### src/rtl/alu_pipe_if.sv
// rtl/alu_pipe_if.sv - operand/result handshake bundle for alu_pipe
`timescale 1ns/1ps
interface alu_pipe_if #(
    parameter int WIDTH = 8
);
    logic             in_valid;
    logic             in_ready;
    logic [WIDTH-1:0] A;
    logic [WIDTH-1:0] B;
    logic [3:0]       sel;
    logic             out_valid;
    logic             out_ready;
    logic [WIDTH-1:0] out;
    logic             CarryOut;
    logic             zero;
    logic             neg;
    logic             ovf;
    logic             illegal;

    modport slave (
        input  in_valid, A, B, sel, out_ready,
        output in_ready, out_valid, out, CarryOut, zero, neg, ovf, illegal
    );

    modport master (
        output in_valid, A, B, sel, out_ready,
        input  in_ready, out_valid, out, CarryOut, zero, neg, ovf, illegal
    );
endinterface

### src/rtl/alu_pipe.sv
// rtl/alu_pipe.sv - handshaked registered ALU with flags, shifts/rotates, ADC chaining
// Optional iterative shift-add multiply on opcode C when ALU_MUL_EN is defined.
`timescale 1ns/1ps
module alu_pipe #(
    parameter int WIDTH = 8
) (
    input  logic       clk,
    input  logic       rst,
    alu_pipe_if.slave  bus
);
    localparam int SHW = $clog2(WIDTH);
    localparam int MSB = WIDTH - 1;

    typedef enum logic [1:0] {
        IDLE = 2'd0,
        DONE = 2'd1
`ifdef ALU_MUL_EN
        , BUSY = 2'd2
`endif
    } state_t;

    state_t           state_q, state_d;
    logic [WIDTH-1:0] out_q;
    logic             cout_q, zero_q, neg_q, ovf_q, ill_q, carry_q;
    logic             accept, load_alu;
    logic [SHW-1:0]   shamt;
    logic [WIDTH:0]   ext;
    logic [2*WIDTH-1:0] dbl;
    logic [WIDTH-1:0] res;
    logic             res_c, res_v, res_ill;

    assign bus.in_ready  = ~rst & ((state_q == IDLE) | ((state_q == DONE) & bus.out_ready));
    assign accept        = bus.in_valid & bus.in_ready;
    assign bus.out_valid = (state_q == DONE);
    assign bus.out       = out_q;
    assign bus.CarryOut  = cout_q;
    assign bus.zero      = zero_q;
    assign bus.neg       = neg_q;
    assign bus.ovf       = ovf_q;
    assign bus.illegal   = ill_q;

`ifdef ALU_MUL_EN
    logic [2*WIDTH-1:0] mcand_q, prod_q, prod_next;
    logic [WIDTH-1:0]   mplier_q;
    logic [SHW-1:0]     cnt_q;
    logic               is_mul;

    assign is_mul    = (bus.sel == 4'hC);
    assign load_alu  = accept & ~is_mul;
    assign prod_next = prod_q + (mplier_q[0] ? mcand_q : '0);
`else
    assign load_alu  = accept;
`endif

    // Single-cycle result; ext carries the shifted-out/borrow bit alongside the result
    always_comb begin
        shamt   = bus.B[SHW-1:0];
        ext     = '0;
        dbl     = '0;
        res     = '0;
        res_c   = 1'b0;
        res_v   = 1'b0;
        res_ill = 1'b0;
        case (bus.sel)
            4'h0, 4'h8: begin
                ext   = {1'b0, bus.A} + {1'b0, bus.B}
                      + {{WIDTH{1'b0}}, (bus.sel == 4'h8) & carry_q};
                res   = ext[WIDTH-1:0];
                res_c = ext[WIDTH];
                res_v = (bus.A[MSB] == bus.B[MSB]) & (res[MSB] != bus.A[MSB]);
            end
            4'h1: begin
                ext   = {1'b0, bus.A} - {1'b0, bus.B};
                res   = ext[WIDTH-1:0];
                res_c = ext[WIDTH];
                res_v = (bus.A[MSB] != bus.B[MSB]) & (res[MSB] != bus.A[MSB]);
            end
            4'h2: res = bus.A & bus.B;
            4'h3: res = bus.A | bus.B;
            4'h4: res = bus.A ^ bus.B;
            4'h5: begin
                ext   = {1'b0, bus.A} << shamt;
                res   = ext[WIDTH-1:0];
                res_c = ext[WIDTH];
            end
            4'h6: begin
                ext   = {bus.A, 1'b0} >> shamt;
                res   = ext[WIDTH:1];
                res_c = ext[0];
            end
            4'h7: res = bus.A;
            4'h9: begin
                ext   = $signed({bus.A, 1'b0}) >>> shamt;
                res   = ext[WIDTH:1];
                res_c = ext[0];
            end
            4'hA: begin
                dbl = {bus.A, bus.A} << shamt;
                res = dbl[2*WIDTH-1:WIDTH];
            end
            4'hB: begin
                dbl = {bus.A, bus.A} >> shamt;
                res = dbl[WIDTH-1:0];
            end
            default: res_ill = 1'b1;
        endcase
    end

    always_comb begin
        state_d = state_q;
        case (state_q)
            IDLE, DONE: begin
                if (accept) begin
`ifdef ALU_MUL_EN
                    state_d = is_mul ? BUSY : DONE;
`else
                    state_d = DONE;
`endif
                end else if (state_q == DONE && bus.out_ready) begin
                    state_d = IDLE;
                end
            end
`ifdef ALU_MUL_EN
            BUSY: if (cnt_q == SHW'(WIDTH - 1)) state_d = DONE;
`endif
            default: state_d = IDLE;
        endcase
    end

    always_ff @(posedge clk) begin
        if (rst) begin
            state_q <= IDLE;
            out_q   <= '0;
            cout_q  <= 1'b0;
            zero_q  <= 1'b0;
            neg_q   <= 1'b0;
            ovf_q   <= 1'b0;
            ill_q   <= 1'b0;
            carry_q <= 1'b0;
        end else begin
            state_q <= state_d;
            if (load_alu) begin
                out_q  <= res;
                cout_q <= res_c;
                ovf_q  <= res_v;
                ill_q  <= res_ill;
                zero_q <= (res == '0);
                neg_q  <= res[MSB];
                if (bus.sel == 4'h0 || bus.sel == 4'h1 || bus.sel == 4'h8)
                    carry_q <= res_c;
            end
`ifdef ALU_MUL_EN
            if (accept && is_mul) begin
                mcand_q  <= {{WIDTH{1'b0}}, bus.A};
                mplier_q <= bus.B;
                prod_q   <= '0;
                cnt_q    <= '0;
            end else if (state_q == BUSY) begin
                prod_q   <= prod_next;
                mcand_q  <= mcand_q << 1;
                mplier_q <= mplier_q >> 1;
                cnt_q    <= cnt_q + SHW'(1);
                if (cnt_q == SHW'(WIDTH - 1)) begin
                    out_q  <= prod_next[WIDTH-1:0];
                    cout_q <= |prod_next[2*WIDTH-1:WIDTH];
                    ovf_q  <= 1'b0;
                    ill_q  <= 1'b0;
                    zero_q <= (prod_next[WIDTH-1:0] == '0);
                    neg_q  <= prod_next[MSB];
                end
            end
`endif
        end
    end
endmodule

### src/flat_wrapper.sv
// flat-port wrapper written by rule: the top's interface ports become plain ports
module alu_pipe_flat 
#(
    parameter int WIDTH = 8
)
  (clk, rst, bus_in_valid, bus_A, bus_B, bus_sel, bus_out_ready, bus_in_ready, bus_out_valid, bus_out, bus_CarryOut, bus_zero, bus_neg, bus_ovf, bus_illegal);
  alu_pipe_if #(.WIDTH(WIDTH)) bus_i ();
  input  logic clk;
  input  logic rst;
  input wire logic [$bits(bus_i.in_valid)-1:0] bus_in_valid;
  input wire logic [$bits(bus_i.A)-1:0] bus_A;
  input wire logic [$bits(bus_i.B)-1:0] bus_B;
  input wire logic [$bits(bus_i.sel)-1:0] bus_sel;
  input wire logic [$bits(bus_i.out_ready)-1:0] bus_out_ready;
  output wire logic [$bits(bus_i.in_ready)-1:0] bus_in_ready;
  output wire logic [$bits(bus_i.out_valid)-1:0] bus_out_valid;
  output wire logic [$bits(bus_i.out)-1:0] bus_out;
  output wire logic [$bits(bus_i.CarryOut)-1:0] bus_CarryOut;
  output wire logic [$bits(bus_i.zero)-1:0] bus_zero;
  output wire logic [$bits(bus_i.neg)-1:0] bus_neg;
  output wire logic [$bits(bus_i.ovf)-1:0] bus_ovf;
  output wire logic [$bits(bus_i.illegal)-1:0] bus_illegal;
  assign bus_i.in_valid = bus_in_valid;
  assign bus_i.A = bus_A;
  assign bus_i.B = bus_B;
  assign bus_i.sel = bus_sel;
  assign bus_i.out_ready = bus_out_ready;
  assign bus_in_ready = bus_i.in_ready;
  assign bus_out_valid = bus_i.out_valid;
  assign bus_out = bus_i.out;
  assign bus_CarryOut = bus_i.CarryOut;
  assign bus_zero = bus_i.zero;
  assign bus_neg = bus_i.neg;
  assign bus_ovf = bus_i.ovf;
  assign bus_illegal = bus_i.illegal;
  alu_pipe #(.WIDTH(WIDTH)) u_core (.clk(clk), .rst(rst), .bus(bus_i));
endmodule
### config.mk
export PLATFORM = sky130hd
export DESIGN_NAME = alu_pipe_flat
export DESIGN_NICKNAME = d
export VERILOG_FILES = /design/src/rtl/alu_pipe_if.sv /design/src/rtl/alu_pipe.sv /design/src/flat_wrapper.sv
export SDC_FILE = /design/constraint.sdc
export NUM_CORES = 1
export LEC_CHECK = 0
export CAP_MARGIN = 30
export CELL_PAD_IN_SITES_DETAIL_PLACEMENT = 0
export CELL_PAD_IN_SITES_GLOBAL_PLACEMENT = 1
export CORE_MARGIN = 10
export CORE_UTILIZATION = 42
export DETAILED_ROUTE_END_ITERATION = 16
export GPL_TIMING_DRIVEN = 0
export PLACE_DENSITY_LB_ADDON = 0.1
export SYNTH_ARGS = -nofsm -noshare
export SYNTH_HDL_FRONTEND = slang
export SYNTH_SLANG_ARGS = --single-unit
### constraint.sdc
create_clock -name clk -period 5.31 [get_ports clk]
set_clock_uncertainty 0.15 [all_clocks]
set_input_delay 1.062 -clock clk [delete_from_list [all_inputs] [get_ports clk]]
set_output_delay 1.062 -clock clk [all_outputs]
set_load 0.005 [all_outputs]
Word level (Yosys, flattened, before mapping)

Cells that the tools add are included.

Input bits: 24
Flip-flop bits (word level): 15
Word-level logic and storage cells: 61
Output and inout port bits: 15

Add/sub/neg operators: 3
Eq/ne operators: 15
Bitwise logic cells: 12
Muxes and demuxes: 6
Reductions and logical operators: 12
Shift operators: 5

Operator list:

| kind                                                 | number |
|---|---|
| case mux 8 bit (11 select lines)                     | 1 |
| equality test 4 x 3 -> 1 bit (second input constant) | 4 |
| equality test 4 bit (second input constant)          | 4 |
| << shifter 16 x 3 -> 16 bit                          | 1 |
| >> shifter 16 x 3 -> 8 bit                           | 1 |
| OR reduction 12 bit                                  | 1 |
| adder 8 x 8 -> 9 bit                                 | 1 |
| adder 9 x 1 -> 9 bit                                 | 1 |
| << shifter 8 x 3 -> 9 bit                            | 1 |
| >> shifter 9 x 3 -> 9 bit                            | 1 |
| >>> shifter 9 x 3 -> 9 bit                           | 1 |
| subtractor 8 x 8 -> 9 bit                            | 1 |
| AND 8 bit                                            | 1 |
| equality test 4 x 2 -> 1 bit (second input constant) | 2 |
| zero test 8 bit                                      | 1 |
| bitwise OR 8 bit                                     | 1 |
| XOR 8 bit                                            | 1 |
| AND 1 bit                                            | 6 |
| OR reduction 2 bit                                   | 3 |
| case mux 1 bit (5 select lines)                      | 1 |
| equality test 4 x 1 -> 1 bit (second input constant) | 1 |
| zero test 4 bit                                      | 1 |
| 2-to-1 mux 1 bit                                     | 3 |
| inequality test 1 bit                                | 3 |
| 9 further kinds                                      | 11 |

Longest topological paths before layout

Depth after elaboration: 6
Gate-level depth with buffers: 12
Depth with buffers taken out: 11

Worst setup path after synthesis

No wires, ideal clock.

Kind: input to register
Start point: in bus_sel[3]
End point: reg u_core.zero_q (netlist: u_core.bus.zero)
Required time: 5.086 ns
Path slack: 1.073 ns
Stages on the path: 12
Arrival: 4.013 ns
Path buffers: 2
Library setup time: 0.074 ns
Path through: buf_2 > clkbuf_1 > nand4_1 > fa_1 > fa_1 > nand2b_1 > a21oi_1 > o22a_1 > a21oi_1 > or4_1 > or4_1 > o22ai_2

Word-level cells in the longest chain between the ends: 5
Elaborated cells between the ends (all ways): 17
Classes of those cells: add/sub: 1; eq/ne: 11; mux: 1; bitwise: 1; reduce/logical: 3

Ends and longest elaborated chain:

| what                               | line                           | RTL |
|---|---|---|
| start: declaration                 | flat_wrapper.sv:13             | `input wire logic [$bits(bus_i.sel)-1:0] bus_sel;` |
| equality test 4 bit                | alu_pipe.sv:64, alu_pipe.sv:67 |  |
| AND 1 bit                          | alu_pipe.sv:67                 | `+ {{WIDTH{1'b0}}, (bus.sel == 4'h8) & carry_q};` |
| adder 9 x 1 -> 9 bit               | alu_pipe.sv:67                 |  |
| case mux 8 bit (11 select lines) * | alu_pipe.sv:64                 | `case (bus.sel)` |
| zero test 8 bit *                  | alu_pipe.sv:147                | `zero_q <= (res == '0);` |
| end signal: assignment             | alu_pipe.sv:147                |  |
| end: declaration                   | alu_pipe.sv:24                 | `logic cout_q, zero_q, neg_q, ovf_q, ill_q, carry_q;` |

Mark *: on every way between the ends. The rest lies on a longest branch, timed or not.
A chain may end at the register's enable or synchronous reset.

Final worst setup path

Start point: in bus_sel[2]
End point: reg u_core.zero_q (netlist: u_core.bus.zero)

Same word-level chain as after synthesis.

==> key figures <==
Logic synthesis
  • Number of synthesis warnings: 0
  • Post-synth EDFFs: 0
  • Post-Syn Area: 2940 um2
  • Ys async rst share: 0%
  • Post-synthesis sequential area ratio: 9.53%
  • Avg Cell Area, Syn: 7.72 um2
  • Post-synth top flop: dfxtp_1
  • #FFs+latches synth: 14
  • Synth cell types: 69
  • Post-Synthesis Cells: 381
  • Synthesized Nets: 433

Floorplanning
  • Top Ports: 39
  • Core Footprint: 6790 um2
  • Die H: 104 um
  • Initial core utilization: 43.3%
  • Die Area: 10,800 um2
  • Chip Width: 104 um
  • Std-Cell Rows: 30

Layout
  • Area grow syn2layout: 19.1%
  • Final nets: 477
  • Antenna Diode Count: 0
  • Finished Core Util: 51.6%
  • Share of cells above drive strength 1: 12.0%

Timing
  • Final period util: 97.2%
  • Slew @ Worst Pin: 0.837 ns
  • Unrepaired setup endpoints after global routing: false
  • Final TNS setup: 0 ns
  • Fin crit period: 5.16 ns
  • Slew Limit Fails: 0
  • Hold_ws: 0.310 ns
  • Count of final setup violators: 0
  • Slew HR: 42.8%
  • Fmax: 194 MHz
  • Fin. Hold Viols: 0

Setup path
  • R2R Path Start: u_core.carry_q
  • Worst Setup End Kind: flop
  • Critical path data required time: 5.33 ns
  • Max FO, Critical Path: 10
  • Crit path from: bus_sel[2]
  • Cell Chain, Critical Path: clkdlybuf4s50_1 > buf_2 > inv_1 > nand4_1 > fa_1 > fa_1 > nor2_1 > a21oi_1 > nor2_1 > a2111oi_0 > o21ai_1 > or4_1 > o22ai_2
  • Startpoint class of the critical path: primary input
  • WP data arrival: 5.18 ns
  • Crit path max-delay cell type: a2111oi_0
  • Crit Path Category: in2reg
  • CP peak stage delay: 0.72 ns

Drt
  • DRC viols: 0
  • Vias: 3,247
  • Wirelength per Cell: 21.1 um
  • Initial DRC count: 361
  • Vias/cell: 6.24
  • Routed Antenna Nets: 0
  • Drt first pass iters: 5
  • Final WL: 11,000 um

Outcome
  • Status: complete, no violations

Min path
  • Min-delay worst type: reg2reg
  • Hold_sp: u_core.bus.out[2]

Power and ir drop
  • P per Cell Area: 145 nW/um2
  • Static Leak: 1.40 nW
  • VDD IR max: 0.0771 mV

Clock network
  • Clock sinks: 14
  • CTS Root Cell: clkbuf_8
  • H-tree Lvls: 1
  • Clock Tree Buf Depth: 2
  • Clock transition at the registers of the reported paths: 0.06 ns
  • Worst-Skew Late Latency: 0.24 ns
  • Post-CTS Resized: 0
  • TritonCTS buffer count: 3
  • CTS tree: done

Flow run
  • Max-Cap Viols: 0

GRT
  • Initial antenna violation count: 0
  • Vias in the first global route: 3,129
  • Largest net degree at the start of global routing: 13
  • Total GRT Usage: 19.1%
  • First-pass GRT wire length: 17,100 um
  • Total congestion overflow: 0

Placed design
  • GP Congestion: 0.936
  • Post-DP HPWL: 8900 um
  • Port Buffers: 38
-- path summary, 6_finish.rpt --
path,endpoint,cells past startpoint,slack (ns)
worst min register to register,u_core.bus.out[2],2,0.31
worst max-delay path,u_core.bus.zero,13,0.15
worst max register to register,u_core.bus.zero,10,1.78
worst min-delay path,u_core.bus.out[2],2,0.31
-- state kept, by name, summed over array words and instances, names as in the netlist --
register / cells
u_core.bus.ovf: 1
u_core.carry_q: 1
u_core.bus.illegal: 1
u_core.bus.zero: 1
u_core.bus.neg: 1
u_core.bus.out: 7
u_core.bus.CarryOut: 1
u_core.state_q: 1
-- report_power, final --
group	total, mW	leakage [nW]	switching (mW)	internal, mW
logic	0.290	1.25	0.162	0.127
registers	0.118	0.115	0.00444	0.114
clock network	0.101	0.0288	0.0359	0.0656
-- what timing repair did --
| item | CTS | global route |
|---|---|---|
| setup endpoints to repair | 0 | 1 |
| hold buffers | 0 | 0 |
| buffers inserted | 0 | 0 |
-- final cells by class --
class                   instances  area, um2
fillers                       695       3290
multi-input cells             312       2410
repair buffers                 40        390
flip-flops and latches         14        280
plain buffers                  30        158
well taps                      96        120
inverters                      24       90.1
clock buffers                   4       55.1
-- placed cells by master (no fill, tap or decap), types with 7 or more instances in the layout --
master | synthesis | layout
clkdlybuf4s50_1 | 0 | 38
nor2_1 | 34 | 34
nand2_1 | 30 | 30
ha_1 | 25 | 25
inv_1 | 23 | 23
a21oi_1 | 21 | 21
buf_2 | 12 | 14
nand3_1 | 14 | 14
dfxtp_1 | 14 | 14
nand2b_1 | 13 | 13
o21ai_0 | 13 | 13
mux4_2 | 13 | 13
clkbuf_1 | 13 | 12
nor2b_1 | 10 | 10
nor3_1 | 8 | 8
mux2i_1 | 7 | 7
a22o_1 | 7 | 7
o211ai_1 | 7 | 7
-- metal layers --
layer | vias up | GRT usage (%) | share of wire (%)
li1 | 1530 | - | -
met1 | 1552 | 25.4 | 45
met2 | 149 | 31.5 | 47
met3 | 16 | 2.73 | 6.0
met4 | 0 | 4.47 | 1.7
met5 | - | 0 | 0
-- stage by stage --
stage / setup slack, ns / instances / cell area, um2 / total power, mW
final: 0.149 / 520 / 3500 / 0.509
after global routing: 0.129 / 520 / 3500 / 0.538
after CTS: 0.196 / 521 / 3510 / 0.507
after detailed placement: -0.0578 / 517 / 3450 / 0.404
after global placement: -0.0870 / 515 / 3440 / 0.403
after floorplan: 1.07 / 381 / 2940 / 0.301
-- worst max-delay path, delay by kind of cell --
family          cells  cell delay, ns
compound gates      4            1.22
fa+ha+maj           2            0.97
buf+inv             3            1.10
simple gates        4            0.82
-- Yosys cell counts (4+ instances only) --
| master | instances | area, um2 |
|---|---|---|
| nor3_1 | 8 | 40.0 |
| mux2_2 | 6 | 67.6 |
| a32oi_1 | 4 | 35.0 |
| clkbuf_1 | 13 | 48.8 |
| a21oi_1 | 21 | 105 |
| nand2_1 | 30 | 113 |
| a31oi_1 | 5 | 31.3 |
| o21ai_0 | 13 | 65.1 |
| nor2_1 | 34 | 128 |
| or3_1 | 4 | 25.0 |
| nand2b_1 | 13 | 81.3 |
| nand3_1 | 14 | 70.1 |
| nor2b_1 | 10 | 62.6 |
| nand3b_1 | 4 | 30.0 |
| dfxtp_1 | 14 | 280 |
| inv_1 | 23 | 86.3 |
| o211ai_1 | 7 | 52.6 |
| a211o_1 | 4 | 35.0 |
| mux2i_1 | 7 | 70.1 |
| buf_2 | 12 | 60.1 |
| a221oi_1 | 4 | 35.0 |
| a22o_1 | 7 | 61.3 |
| mux4_2 | 13 | 293 |
| ha_1 | 25 | 313 |
| o31a_1 | 4 | 35.0 |
-- cells by family after synthesis --
family / after synthesis / synth area share [%]
AO/OA/AOI/OAI: 114 / 28.7
adder cells (fa/ha/maj): 28 / 12.7
AND/OR/NAND/NOR: 141 / 25.1
buffers and inverters: 55 / 8.55
multiplexers: 26 / 14.6
XOR/XNOR: 3 / 0.893
flip-flops: 14 / 9.53
Note: power is estimated with default switching activity, not from simulation.
